===== src/rtl/mem_arb.sv =====
// mem_arb: shares the single-ported mem between master A (cpu) and master B.
// Define MEMARB_RR_EN for round-robin ties; otherwise A has fixed priority.
module mem_arb #(
  parameter int ABITS = 9,
  parameter int DBITS = 16
) (
  input  logic             clk,
  input  logic             rst,
  input  logic             a_rd,
  input  logic             a_wr,
  input  logic [ABITS-1:0] a_addr,
  input  logic [DBITS-1:0] a_wdata,
  output logic [DBITS-1:0] a_rdata,
  output logic             a_wait,
  input  logic             b_rd,
  input  logic             b_wr,
  input  logic [ABITS-1:0] b_addr,
  input  logic [DBITS-1:0] b_wdata,
  output logic [DBITS-1:0] b_rdata,
  output logic             b_wait,
  output logic             memrd,
  output logic             memwr,
  output logic [ABITS-1:0] memaddr,
  output logic [DBITS-1:0] memwdata,
  input  logic             memwait,
  input  logic [DBITS-1:0] memrdata,
  output logic [1:0]       owner
);

  localparam logic [1:0] IDLE  = 2'b00;
  localparam logic [1:0] OWN_A = 2'b01;
  localparam logic [1:0] OWN_B = 2'b10;

  logic [1:0] state;
  logic [1:0] state_nx;
  logic       a_req;
  logic       b_req;
  logic       own_a;
  logic       own_b;
  logic       tie_b;
  logic       win_b;

  assign a_req = a_rd | a_wr;
  assign b_req = b_rd | b_wr;

  // reset masks ownership so a pending requester stalls at once
  assign own_a = (state == OWN_A) & ~rst;
  assign own_b = (state == OWN_B) & ~rst;

  assign owner = state;

`ifdef MEMARB_RR_EN
  logic last;

  assign tie_b = ~last;

  always_ff @(posedge clk) begin
    if (rst) begin
      last <= 1'b1;
    end else if (state == IDLE && (a_req | b_req)) begin
      last <= win_b;
    end
  end
`else
  assign tie_b = 1'b0;
`endif

  assign win_b = b_req & (~a_req | tie_b);

  always_comb begin
    memrd    = 1'b0;
    memwr    = 1'b0;
    memaddr  = '0;
    memwdata = '0;
    unique case (1'b1)
      own_a: begin
        memrd    = a_rd & ~a_wr;
        memwr    = a_wr;
        memaddr  = a_addr;
        memwdata = a_wdata;
      end
      own_b: begin
        memrd    = b_rd & ~b_wr;
        memwr    = b_wr;
        memaddr  = b_addr;
        memwdata = b_wdata;
      end
      default: begin
      end
    endcase
  end

  assign a_wait  = own_a ? memwait : a_req;
  assign b_wait  = own_b ? memwait : b_req;
  assign a_rdata = own_a ? memrdata : '0;
  assign b_rdata = own_b ? memrdata : '0;

  // owned state ends on completion or on abort (request dropped)
  always_comb begin
    state_nx = state;
    case (state)
      IDLE: begin
        if (a_req | b_req) begin
          state_nx = win_b ? OWN_B : OWN_A;
        end
      end
      OWN_A: begin
        if (!(a_req & memwait)) begin
          state_nx = IDLE;
        end
      end
      OWN_B: begin
        if (!(b_req & memwait)) begin
          state_nx = IDLE;
        end
      end
      default: state_nx = IDLE;
    endcase
  end

  always_ff @(posedge clk) begin
    if (rst) begin
      state <= IDLE;
    end else begin
      state <= state_nx;
    end
  end

endmodule


===== config.mk =====
export PLATFORM = sky130hd
export DESIGN_NAME = mem_arb
export DESIGN_NICKNAME = d
export VERILOG_FILES = /design/src/rtl/mem_arb.sv
export SDC_FILE = /design/constraint.sdc
export NUM_CORES = 1
export LEC_CHECK = 0
export ABC_AREA = 0
export CAP_MARGIN = 20
export CORE_MARGIN = 2
export CORE_UTILIZATION = 21
export DETAILED_ROUTE_END_ITERATION = 10
export HOLD_SLACK_MARGIN = 0.06
export PLACE_DENSITY_LB_ADDON = 0.12
export SYNTH_ARGS = -nofsm -noshare
export SYNTH_HDL_FRONTEND = slang
export SYNTH_SLANG_ARGS = --single-unit

===== constraint.sdc =====
create_clock -name clk -period 4.4 [get_ports clk]
set_input_delay 1.1 -clock clk [delete_from_list [all_inputs] [get_ports clk]]
set_output_delay 1.1 -clock clk [all_outputs]
set_load 0.05 [all_outputs]

==> results of run 1 <==
## placed cells by master (no fill, tap or decap)
master / netlist / routed
dfxtp_1: 2 / 2
inv_1: 2 / 2
a22o_1: 5 / 5
nor3b_4: 2 / 2
a2111oi_0: 1 / 1
nand2_1: 1 / 1
nor2_1: 2 / 2
a22o_2: 21 / 21
mux2i_1: 2 / 2
nor2b_1: 1 / 1
a32o_1: 1 / 1
or3_1: 1 / 1
clkdlybuf4s50_1: 0 / 74
a2111oi_2: 1 / 1
buf_4: 0 / 4
clkbuf_4: 0 / 3
buf_12: 0 / 61
and2_1: 32 / 32
## cell type report
class                           count  share of cell area (%)
Timing Repair Buffer              139                    74.1
Multi-Input combinational cell     70                    21.2
Tap cell                           46                    2.14
Sequential cell                     2                    1.49
Clock buffer                        3                   0.838
Inverter                            2                   0.279
## power by group through the flow
stage | Sequential (mW) | Combinational (mW) | Clock, mW
global placement | 0.0217 | 0.269 | 0
finish | 0.0218 | 0.273 | 0.0425
CTS | 0.0218 | 0.275 | 0.0447
floorplan | 0.0256 | 0.108 | 0
detailed placement | 0.0220 | 0.274 | 0
global route | 0.0218 | 0.284 | 0.0469
## per-layer routing
metal | share of wire [%] | vias up
li1 | - | 575
met1 | 31 | 533
met2 | 57 | 71
met3 | 11 | 6
met4 | 1.4 | 0
met5 | 0 | -
## cells by family (layout without fill, tap and decap cells)
logic type / Yosys count / in the layout / share of synthesized area [%]
AO/OA/AOI/OAI: 29 / 29 / 40.7
buffers and inverters: 10 / 144 / 13.8
multiplexers: 2 / 2 / 2.83
flip-flops: 2 / 2 / 5.66
AND/OR/NAND/NOR: 39 / 39 / 37.0
## worst min-delay path by stage
stage               slack (ps)  cells after the start               endpoint
detailed placement         600                      1  owner[1]$_SDFFE_PP0P_
global placement           560                      2  owner[1]$_SDFFE_PP0P_
floorplan                  760                      2  owner[1]$_SDFFE_PP0P_
global route               620                      1  owner[1]$_SDFFE_PP0P_
finish                     600                      1  owner[1]$_SDFFE_PP0P_
CTS                        600                      1  owner[1]$_SDFFE_PP0P_
## worst max-delay path, stage by stage
cell	delay, ps
clkdlybuf4s50_1	550
nor3b_4	260
buf_4	260
mux2i_1	320
buf_12	180
==> flow_metrics.py, run 1 <==
metrics = {
    "outcome": {
        "status": "finished clean",
    },
    "synth": {
        "syn_inst": 82,
        "synth_area_per_cell_um2": 8.62,
        "synth_edf_count": 0,
        "synth_top_area_share_pct": 29.7,
        "synth_area_leaders": "a22o_2 (30%), and2_1 (28%), buf_6 (13%)",
        "ys_seq_elements": 2,
        "synth_top_area_cell": "a22o_2",
        "ys_types": 15,
        "ys_async_sr_fraction_pct": 0,
        "yosysWarnings": 0,
        "syn_nets": 155,
        "syn_area_um2": 707,
        "yosysSeqAreaShare_pct": 5.66,
        "ys_top_cells_by_count": "and2_1 (32), a22o_2 (21), buf_6 (8)",
        "synth_ff_type": "dfxtp_1",
        "yosysMostFrequentCell": "and2_1",
    },
    "timing": {
        "tightest_slew_ps": 500,
        "rsz0062_at_grt": "false",
        "hold_viol": 0,
        "fmax_mhz": 266,
        "setup-violations-final": 0,
        "finalHoldWorstSlack_ps": 601,
        "setup_tns_ps": 0,
        "min_period_ps": 3760,
        "relSlewSlack_pct": 66.6,
        "skew_ps": 3.11,
        "period_share_pct": 85.5,
        "finalMaxSlewViolations": 0,
        "timing.final.ws_setup_ps": 639,
    },
    "finish": {
        "multi_input_area_um2": 569,
        "diodes": 0,
        "largest_reg_flops": 2,
        "layout.nets": 291,
        "final_area_um2": 2690,
        "nFillCells": 191,
        "area_growth_pct": 280,
        "stdcell_count": 262,
        "regArea_um2": 40.0,
        "drive_gt1_share_pct": 42.6,
        "fin_util_pct": 81.9,
    },
    "grt": {
        "grt_max_degree": 24,
        "grt_pass1_wl_um": 5760,
        "grt_overflow": 0,
        "grtUsageTotal_pct": 20.6,
        "grtUsageMet1_pct": 19.9,
        "antenna_found_initial": 0,
        "grt_use_met3_pct": 6.00,
        "grt_pass1_vias": 1176,
        "globalRouteMet2Util_pct": 40.6,
        "grt_busiest_layer": "met2",
    },
    "pwr": {
        "power_mw": 0.337,
        "power_frac_seq_pct": 6.5,
        "ir_worst_vdd_mv": 0.181,
        "p_sw_share_pct": 40.7,
        "clkPwrFrac_pct": 12.6,
        "p_int_mw": 0.200,
        "p_per_area_nw_per_um2": 125,
        "p_sw_mw": 0.137,
        "pwr-share-comb_pct": 80.9,
        "leakagePower_nw": 1.08,
    },
    "critical_path": {
        "critPathMaxFanout": 23,
        "worstSetupEndpointType": "output pin",
        "worstPathArrival_ps": 2660,
        "reg2reg_to": "owner[1]$_SDFFE_PP0P_",
        "cp.required_ps": 3300,
        "worstReg2RegStart": "owner[1]$_SDFFE_PP0P_",
        "worstRegToRegCells": 2,
        "path_class": "input pin to output pin",
        "start_kind": "input pin",
        "crit_start": "rst",
        "crit_end": "b_wait",
        "rrSetupSlack_ps": 3120,
    },
    "worst_hold_path": {
        "min_path_type": "register to register",
        "hp-start": "owner[0]$_SDFFE_PP0P_",
    },
    "clock_network": {
        "clk_latency_ps": 230,
        "cts_sinks": 2,
        "holdBufCountCts": 0,
        "cts_setup_buffers": 0,
        "cts_root_buf": "clkbuf_4",
        "clockBufferDepth": 2,
        "cts_max_level": 1,
        "cts_resized": 0,
        "cts_tree": "done",
        "clkTransAtPathRegs_ps": 30,
        "cts_made_buffers": 3,
    },
    "drt": {
        "wl_um": 4140,
        "drt-pass1-iter-count": 5,
        "ant_nets": 0,
        "vias": 1185,
        "vias_per_cell": 4.52,
        "wl_per_cell_um": 15.8,
        "drt_iter0_markers": 27,
        "drc": 0,
    },
    "floorplan": {
        "die_area_um2": 3850,
        "ioPinCount": 136,
        "core_area_um2": 3280,
        "fp-row-count": 21,
        "start_util_pct": 21.5,
        "die_w_um": 62.0,
        "die_y_um": 62.0,
    },
    "place": {
        "numPortBuffers": 135,
        "placed_cells": 259,
        "place_ws_ps": 627,
        "gp_congestion": 0.652,
        "dpl-instance-area_um2": 2670,
        "dpl.hpwl_um": 3700,
    },
    "flow_run": {
        "drv_cap": 0,
    },
}
Power figures use the tool's default switching activity.
==> run 2: changes to the inputs <==
--- a/config.mk
+++ b/config.mk
@@ -6,6 +6,7 @@
 export NUM_CORES = 1
 export LEC_CHECK = 0
 export ABC_AREA = 0
+export ABC_CLOCK_PERIOD_IN_PS = 4400
 export CAP_MARGIN = 20
 export CORE_MARGIN = 2
 export CORE_UTILIZATION = 21
@@ -15,3 +16,4 @@
 export SYNTH_ARGS = -nofsm -noshare
 export SYNTH_HDL_FRONTEND = slang
 export SYNTH_SLANG_ARGS = --single-unit
+export TNS_END_PERCENT = 5
==> results of run 2 <==
The final DEF is identical to that of run 1; final timing and power are the same.
==> RTL edit 1 (flow settings as in run 2) <==
Set the parameter `DBITS` to 32 (it was 16).
--- a/src/rtl/mem_arb.sv
+++ b/src/rtl/mem_arb.sv
@@ -2,7 +2,7 @@
 // Define MEMARB_RR_EN for round-robin ties; otherwise A has fixed priority.
 module mem_arb #(
   parameter int ABITS = 9,
-  parameter int DBITS = 16
+  parameter int DBITS = 32
 ) (
   input  logic             clk,
   input  logic             rst,
Interface: changed (6 resized); port bits go from 136 to 232. The function was not compared with the original's and may differ.
==> RTL edit 1 against run 2 <==
Synthesized cell count grew 68%; area after synthesis rose by 43%; sequential cell count unchanged; wire length rose by 130%; count of clock-buffer cells in the layout unchanged; total power grew 66%; first-iteration DRC count rose to 3.4 times the old value; final area rose by 65%; setup slack got worse by 81 ps; register-to-register slack about the same.
==> RTL edit 1: results (changes against run 2) <==
global_route:
  grt_max_degree: 44  # +83%
  first_global_vias: 2339  # +99%
  grt_pass1_wl_um: 13500  # +130%
  grt.total_usage: 0.341  # +0.135
power_and_ir_drop:
  peakVddDrop_v: 0.0000619  # -66%
layout:
  syn2layout_area_growth_pct: 339
  nFillCells: 131  # -31%
  n_antenna_cell: 0  # unchanged
  multi_input_area_um2: 883  # +55%
  inverters: 2  # unchanged
  seq_share: 0.00904  # -0.00585
  multi_input_cells: 118  # +69%
  nets: 484  # +66%
  clkCellAreaFrac: 0.00932  # +0.000943
  buffers: 236  # +70%
  final_layout_size_suffix_gt1_frac: 0.332  # -0.0935
  final-nonclk-buf-share: 0.765  # +0.0245
sta:
  hold_ws_ps: 617  # +16.4 ps
  setup_slack_ps: 557  # -81.5 ps
  finClkSkew_ps: 2.49  # -0.620 ps
  worst_pin_slew_ps: 522  # +21.7 ps
synthesis:
  synthTopCellsByArea: "and2_1, a22o_1, buf_4, dfxtp_1, nor3b_2"
  ys_types: 16  # +1
  yosys-top-cells-count: "and2_1, a22o_1, buf_4"
  seq_area_frac_synth: 0.0397  # -0.0170
  synth_nets: 259  # +67%
detailed_routing:
  vias_per_cell: 5.14  # +14%
  dr.pass1.iters: 4  # -1
  routed_wl_um: 9560  # +130%
  drt_iter0_drc: 93  # +240%
  num_vias: 2134  # +80%
place:
  dpl.hpwl_um: 7690  # +110%
  port_buffers: 231  # +71%
  routabilityCongestion: 0.721  # +11%
  dpl_cell_area_um2: 4390  # +65%
  preCtsSetupSlack_ps: 601  # -25.7 ps
  dp_cells: 412  # +59%
setup_path:
  critPathCapture: "b_rdata[9]"
  cp_max_fo: 33  # +43%
  rrSetupSlack_ps: 3110  # about the same
  arrival_ps: 2740  # +80 ps
clocking:
  cts_buffers: 3  # unchanged
  cts_root_buf: "clkbuf_8"
run_status:
  status: "finished, final reports clean"
-- RTL edit 1: cell count changes after synthesis, sizes merged --
cell | run 2 | this run
buf | 8 | 11
and2 | 32 | 64
a22o | 26 | 42
clkbuf | 0 | 5
-- RTL edit 1: power by group --
| part | switching (mW) | total, mW | internal (mW) | leakage, nW |
|---|---|---|---|---|
| registers | 0.00255 | 0.0220 | 0.0194 | 0.0165 |
| clock network | 0.0234 | 0.0821 | 0.0587 | 0.0216 |
| logic | 0.213 | 0.454 | 0.242 | 1.76 |
-- RTL edit 1: metal layers --
layer	global-route usage	vias to the layer above	share of wire
li1	-	948	-
met1	0.289	994	0.28
met2	0.688	161	0.58
met3	0.117	31	0.10
met4	0.170	0	0.041
met5	0	-	0
-- RTL edit 1: logic make-up (layout without fill, tap and decap cells) --
group	after synthesis	in the layout	share of synthesized area
simple gates	71	71	0.445
flops	2	2	0.0397
compound gates	45	45	0.398
buf+inv	18	241	0.0979
mux	2	2	0.0198
==> RTL edit 2 (flow settings as in run 2) <==
Made on the original files. The option `MEMARB_RR_EN` is turned on by a define.
--- a/src/rtl/mem_arb.sv
+++ b/src/rtl/mem_arb.sv
@@ -1,5 +1,7 @@
 // mem_arb: shares the single-ported mem between master A (cpu) and master B.
 // Define MEMARB_RR_EN for round-robin ties; otherwise A has fixed priority.
+`define MEMARB_RR_EN
+
 module mem_arb #(
   parameter int ABITS = 9,
   parameter int DBITS = 16
Formal check against the unedited RTL: not equivalent (Yosys sat finds a counterexample within 4 cycles, from zero or initial values and one cycle with rst high).
==> RTL edit 2 against run 2 <==
Sequential power increased by 83%; global-route usage increased by 6.8 points; final area increased by 1.6%; wire length increased by 28%; setup slack got worse by 170 ps; total power increased by 68%; sequential cell count increased by 1; area after synthesis decreased by 2.1%; critical endpoint is now memaddr[3]; largest power group unchanged.
==> RTL edit 2: results (changes against run 2) <==
run_status:
  status: "finished, final reports clean"
sta:
  finClkSkew_ps: 8.56  # +5.45 ps
  worst_pin_slew_ps: 544  # +43.8 ps
setup_path:
  cp_max_fo: 18  # -22%
  rr_worst_depth: 4  # +2
  arrival_ps: 2830  # +170 ps
  critPathMaxStageDelay_ps: 570  # +20 ps
detailed_routing:
  wl_per_cell_um: 19.6  # +24%
  vias_per_cell: 4.94  # +9.3%
  dr.pass1.iters: 4  # -1
  drt_iter0_drc: 79  # +190%
power_and_ir_drop:
  power_mw: 0.565  # +68%
  p_clk_mw: 0.0518  # +22%
  leakage_nw: 1.10  # +1.8%
  peakVddDrop_v: 0.000200  # +11%
  comb_power_mw: 0.474  # +74%
  cell_internal_pwr_mw: 0.304  # +52%
place:
  routabilityCongestion: 0.750  # +15%
  dpl.hpwl_um: 4590  # +24%
clocking:
  clk-insertion-delay-late_ps: 250  # +20 ps
  htreeDepth: 1  # unchanged
synthesis:
  seq_area_frac_synth: 0.0868  # +0.0302
  synthMuxAreaShare: 0  # -0.0283
  synth_nets: 166  # +7.1%
  synth_compound_area_frac: 0.409  # +0.00160
  ys_types: 22  # +7
  ys_seq_elements: 3  # +1
  synthTopCellsByArea: "a22o_1, and2_1, dfxtp_1, buf_2, nor3b_4"
  yosys-top-cells-count: "and2_1, a22o_1, buf_2, nor2_1"
global_route:
  first_global_vias: 1318  # +12%
  grt_max_degree: 26  # +8.3%
  grt.total_usage: 0.274  # +0.0677
layout:
  multi_input_cells: 81  # +16%
  final_cell_area_um2: 2730  # +1.6%
  nFillCells: 156  # -18%
  multi_input_area_share: 0.216  # +0.00403
  seq_share: 0.0220  # +0.00710
  final-nonclk-buf-share: 0.731  # -0.00970
  final_layout_size_suffix_gt1_frac: 0.308  # -0.118
  clkCellAreaFrac: 0.00962  # +0.00124
  inverters: 1  # -1
  nets: 301  # +3.4%
  buffers: 138  # -0.72%
floorplanning:
  die_area_um2: 3770  # -2.0%
## RTL edit 2: per-layer routing
layer	up-vias	GRT usage	share of wire
li1	620	-	-
met1	619	0.250	0.30
met2	87	0.543	0.56
met3	14	0.0945	0.11
met4	0	0.109	0.026
met5	-	0	0
## RTL edit 2: per-stage QoR
| step | worst slack [ps] | std cells |
|---|---|---|
| 2_1_floorplan | 891 | 93 |
| 3_3_place_gp | 588 | 267 |
| 3_5_place_dp | 480 | 267 |
| 4_1_cts | 478 | 271 |
| 5_1_grt | 364 | 271 |
| 6_report | 472 | 271 |
## RTL edit 2: final timing paths
check                start          to  slack [ps]
setup reg to reg  owner[1]    owner[0]        3080
hold reg to reg       last        last         550
setup / recovery       rst  memaddr[3]         470
hold / removal        last        last         550
## RTL edit 2: kinds of logic (layout without fill, tap and decap cells)
| kind of cell | count (synthesis) | after routing |
|---|---|---|
| simple gates | 48 | 48 |
| compound gates | 33 | 33 |
| buf+inv | 9 | 143 |
| flops | 3 | 3 |
